==> src/rtl/pipe_skid_buf.sv <==
// Two-entry skid buffer: a main output slot plus a skid slot, sequenced by a 3-state FSM.
// Handshake outputs decode from registered state only, so there is no ready/valid combinational path.
module pipe_skid_buf #(
  parameter int WIDTH = 32
) (
  input  logic             clk,
  input  logic             rst_aH,
  input  logic             flush,
  input  logic             in_valid,
  output logic             in_ready,
  input  logic [WIDTH-1:0] in_data,
  output logic             out_valid,
  input  logic             out_ready,
  output logic [WIDTH-1:0] out_data,
  output logic [1:0]       count
);

  typedef enum logic [1:0] {
    EMPTY = 2'd0,
    ONE   = 2'd1,
    FULL  = 2'd2
  } state_t;

  state_t           state_r, state_s;
  logic [WIDTH-1:0] main_r, main_s;
  logic [WIDTH-1:0] skid_r, skid_s;
  logic             in_fire_s;
  logic             out_fire_s;

  assign in_ready   = (state_r != FULL);
  assign out_valid  = (state_r != EMPTY);
  assign out_data   = main_r;
  assign count      = state_r;
  assign in_fire_s  = in_valid & in_ready;
  assign out_fire_s = out_valid & out_ready;

  // Next-state and slot update; flush wins over every other event.
  always_comb begin
    state_s = state_r;
    main_s  = main_r;
    skid_s  = skid_r;
    if (flush) begin
      state_s = EMPTY;
    end else begin
      case (state_r)
        EMPTY: begin
          if (in_fire_s) begin
            main_s  = in_data;
            state_s = ONE;
          end else begin
            state_s = EMPTY;
          end
        end
        ONE: begin
          if (in_fire_s && out_fire_s) begin
            main_s  = in_data;
            state_s = ONE;
          end else if (in_fire_s) begin
            skid_s  = in_data;
            state_s = FULL;
          end else if (out_fire_s) begin
            state_s = EMPTY;
          end else begin
            state_s = ONE;
          end
        end
        FULL: begin
          // in_ready is low here, so only the pop can happen.
          if (out_ready) begin
            main_s  = skid_r;
            state_s = ONE;
          end else begin
            state_s = FULL;
          end
        end
        default: begin
          state_s = EMPTY;
        end
      endcase
    end
  end

  // State and slot registers with asynchronous clear.
  always_ff @(posedge clk or posedge rst_aH) begin
    if (rst_aH) begin
      state_r <= EMPTY;
      main_r  <= {WIDTH{1'b0}};
      skid_r  <= {WIDTH{1'b0}};
    end else begin
      state_r <= state_s;
      main_r  <= main_s;
      skid_r  <= skid_s;
    end
  end

endmodule
==> config.mk <==
export PLATFORM = sky130hd
export DESIGN_NAME = pipe_skid_buf
export DESIGN_NICKNAME = d
export VERILOG_FILES = /design/src/rtl/pipe_skid_buf.sv
export SDC_FILE = /design/constraint.sdc
export NUM_CORES = 1
export LEC_CHECK = 0
export CAP_MARGIN = 20
export CORE_MARGIN = 2
export CORE_UTILIZATION = 54
export DETAILED_ROUTE_END_ITERATION = 8
export PLACE_DENSITY = 0.86
export SETUP_SLACK_MARGIN = 0.4
export SLEW_MARGIN = 20
export SYNTH_ARGS = -nofsm -noshare
export SYNTH_HDL_FRONTEND = slang
export SYNTH_SLANG_ARGS = --single-unit
export TNS_END_PERCENT = 5
==> constraint.sdc <==
create_clock -name clk -period 6.03 [get_ports clk]
set_clock_uncertainty 0.1 [all_clocks]
set_input_delay 0.9045 -clock clk [delete_from_list [all_inputs] [get_ports clk]]
set_output_delay 0.9045 -clock clk [all_outputs]
set_load 0.05 [all_outputs]
==> out/metrics.json <==
{
  "start_kind": {"value": "flop"},
  "detail_route.wirelength": {"value": 5410, "unit": "um"},
  "timing.final.setup_violations": {"value": 0},
  "vias": {"value": 1795},
  "clock_tree_buffer_depth": {"value": 2},
  "tns": {"value": 0, "unit": "ns"},
  "worst_ep_arrival_time": {"value": 3.40, "unit": "ns"},
  "simple_gate_area_share_of_the_yosys_netlist": {"value": 2.78, "unit": "%"},
  "vdd.ir_drop.worst": {"value": 214, "unit": "uV"},
  "period_minus_slack": {"value": 3.30, "unit": "ns"},
  "post-cts-setup-buffer-count": {"value": 0},
  "syn_area": {"value": 3100, "unit": "sq um"},
  "yosys_warnings": {"value": 0},
  "initial_utilization": {"value": 56.0, "unit": "%"},
  "pin_count_of_the_biggest_net_entering_global_routing": {"value": 67},
  "fp.dieArea": {"value": 6370, "unit": "sq um"},
  "combinational_family_with_the_most_area_after_synthesis": {"value": "multiplexers"},
  "cts_num_sinks": {"value": 66},
  "design.core.area": {"value": 5540, "unit": "sq um"},
  "synth_nets": {"value": 232},
  "nNetsFinal": {"value": 309},
  "cts_made_buffers": {"value": 9},
  "outcome": {"value": "finished, final reports clean"},
  "compound_gate_fraction_of_synth_area": {"value": 1.09, "unit": "%"},
  "max_slew_violation_count": {"value": 0},
  "cellLeakagePower": {"value": 1.78, "unit": "nW"},
  "synth-seq-area-share": {"value": 53.2, "unit": "%"},
  "first_global_vias": {"value": 1893},
  "post_route_cells_drive_above_1_share": {"value": 42.7, "unit": "%"},
  "io-pin-count": {"value": 73},
  "width_of_the_chip": {"value": 79.8, "unit": "um"},
  "pre_cts_slack": {"value": 2.52, "unit": "ns"},
  "period_share": {"value": 54.7, "unit": "%"},
  "power_per_cell_area": {"value": 384, "unit": "nW/um^2"},
  "clock_tree_from_tritoncts": {"value": "yes"},
  "drt_iter0_drc": {"value": 70},
  "critPathKind": {"value": "flop to flop"},
  "grt_setup_unrepaired": {"value": "no"},
  "dpl.hpwl": {"value": 3540, "unit": "um"},
  "global_route_wire_length_before_repair": {"value": 9000, "unit": "um"},
  "post_synth.cell_area_avg": {"value": 16.1, "unit": "sq um"},
  "cts.hold.buffers_added": {"value": 0},
  "replace_congestion": {"value": 0.680},
  "buffer_ports.inserted": {"value": 72},
  "diodes": {"value": 0},
  "final.setup.worst_slack": {"value": 2.73, "unit": "ns"},
  "maxSlewHeadroom": {"value": 45.5, "unit": "%"},
  "worstMarginPinSlew": {"value": 0.818, "unit": "ns"},
  "ant_nets": {"value": 0},
  "worstSetupEndpointType": {"value": "flop"},
  "postCtsResizedCells": {"value": 0},
  "grtUsageTotal": {"value": 18.7, "unit": "%"},
  "drv_cap": {"value": 0},
  "synth-seq-cells": {"value": 66},
  "critical_path_peak_fanout": {"value": 21},
  "synthesis.instances": {"value": 193},
  "clock_root_buffer": {"value": "clkbuf_8"},
  "cts.reportedPaths.clkPinSlew": {"value": 0.07, "unit": "ns"},
  "synth_xor_area_share": {"value": 0, "unit": "%"},
  "grt-ovfl-total": {"value": 0},
  "via_per_inst": {"value": 5.19},
  "final-hold-violation-count": {"value": 0},
  "routed_wire_length_per_instance": {"value": 15.6, "unit": "um"},
  "die_span_in_y": {"value": 79.8, "unit": "um"},
  "yosys.area_share.adder": {"value": 0.807, "unit": "%"},
  "flop_to_flop_setup_slack": {"value": 2.73, "unit": "ns"},
  "grt_antenna_before_repair": {"value": 0},
  "synth_cell_types": {"value": 21},
  "layout-area-overhead-vs-synth": {"value": 30.3, "unit": "%"},
  "cts_max_level": {"value": 3},
  "synth.mux.area_fraction": {"value": 38.4, "unit": "%"},
  "drt-pass1-iter-count": {"value": 4},
  "clock_latency": {"value": 0.32, "unit": "ns"},
  "rows": {"value": 27},
  "max_clock_freq": {"value": 303, "unit": "MHz"},
  "hold_path.class": {"value": "flop to flop"},
  "cp_data_required_time": {"value": 6.13, "unit": "ns"},
  "detail_route.drc_violations": {"value": 0}
}
-- layout make-up --
class	instances	area, sq um
flip-flops and latches	66	1650
fillers	389	1500
multi-input cells	114	1350
repair buffers	76	771
clock inverters	3	15.0
inverters	3	11.3
clock buffers	12	155
well taps	72	90.1
-- worst max-delay path: stages, from the launching register on --
cell and delay [ns]:
dfrtp_1 0.45, nand2b_2 0.50, buf_4 0.43, and2_1 0.22
ha_1 0.23, mux2i_1 0.14, o22ai_4 0.51, buf_16 0.23
mux2_2 0.35
-- metal layers --
metal	GRT usage, %	part of all wire [%]	vias to the layer above
met3	5.09	6.5	9
li1	-	-	839
met2	30.6	48	51
met1	23.2	44	896
met5	0	0	-
met4	8.81	1.7	0
-- synth_stat cells --
library cell	instances	area share (%)
or2_1	1	0.20
dfrtp_1	66	53
nor4b_4	1	0.77
a21o_1	1	0.24
inv_1	3	0.36
and2_1	2	0.40
mux2_2	67	24
mux2_4	27	13
nand3b_1	1	0.24
buf_6	7	2.5
o22a_1	1	0.28
ha_1	2	0.81
o22ai_2	1	0.40
nand2b_1	3	0.61
mux2_1	2	0.73
or2b_1	1	0.24
a21oi_1	1	0.16
mux2i_1	1	0.32
or2_2	1	0.20
buf_4	3	0.73
nor2_1	1	0.12
-- path summary, 6_finish.rpt --
check	start	to	cells after the start
worst max-delay path	count[0]	out_data[11]	8
worst min-delay path	out_data[18]	out_data[18]	1
worst max register to register	count[0]	out_data[11]	8
worst min register to register	out_data[18]	out_data[18]	1
max in group asynchronous	rst_aH	skid_r[29]	3
min in group asynchronous	rst_aH	out_data[11]	3
-- state kept, by name (all words and copies together), names as in the netlist --
register,count
count,2
skid_r,32
out_data,32
-- where the power goes --
group | internal (mW) | switching, mW
sequential | 0.579 | 0.0716
combinational | 0.262 | 0.318
clock | 0.167 | 0.152
-- cell usage in the layout, fill, tap and decap left out, drive strengths merged --
cell / count
mux2: 96
clkdlybuf4s50: 72
dfrtp: 66
clkbuf: 12
buf: 4
clkinv: 3
nand2b: 3
inv: 3
and2: 2
ha: 2
or2: 2
nor4b: 1
nand3b: 1
mux2i: 1
o22ai: 1
or2b: 1
a21o: 1
a21oi: 1
o22a: 1
nor2: 1
-- through the flow --
| stage | cells | hold WS (ns) | instance area (sq um) | utilization (%) | total power, mW |
|---|---|---|---|---|---|
| after floorplan | 193 | 0.377 | 3100 | - | 1.05 |
| after global placement | 330 | 0.383 | 3840 | 69.4 | 1.22 |
| after detailed placement | 330 | 0.386 | 3840 | 69.4 | 1.24 |
| after CTS | 345 | 0.401 | 4010 | 72.4 | 1.56 |
| after global routing | 346 | 0.418 | 4040 | 72.9 | 1.63 |
| final | 346 | 0.390 | 4040 | 72.9 | 1.55 |
-- logic make-up (layout without fill, tap and decap cells) --
family,Yosys count,after routing
flip-flops,66,66
AO/OA/AOI/OAI,4,4
adder cells (fa/ha/maj),2,2
multiplexers,97,97
AND/OR/NAND/NOR,11,11
buffers and inverters,13,94
(Power assumes the default switching activity.)
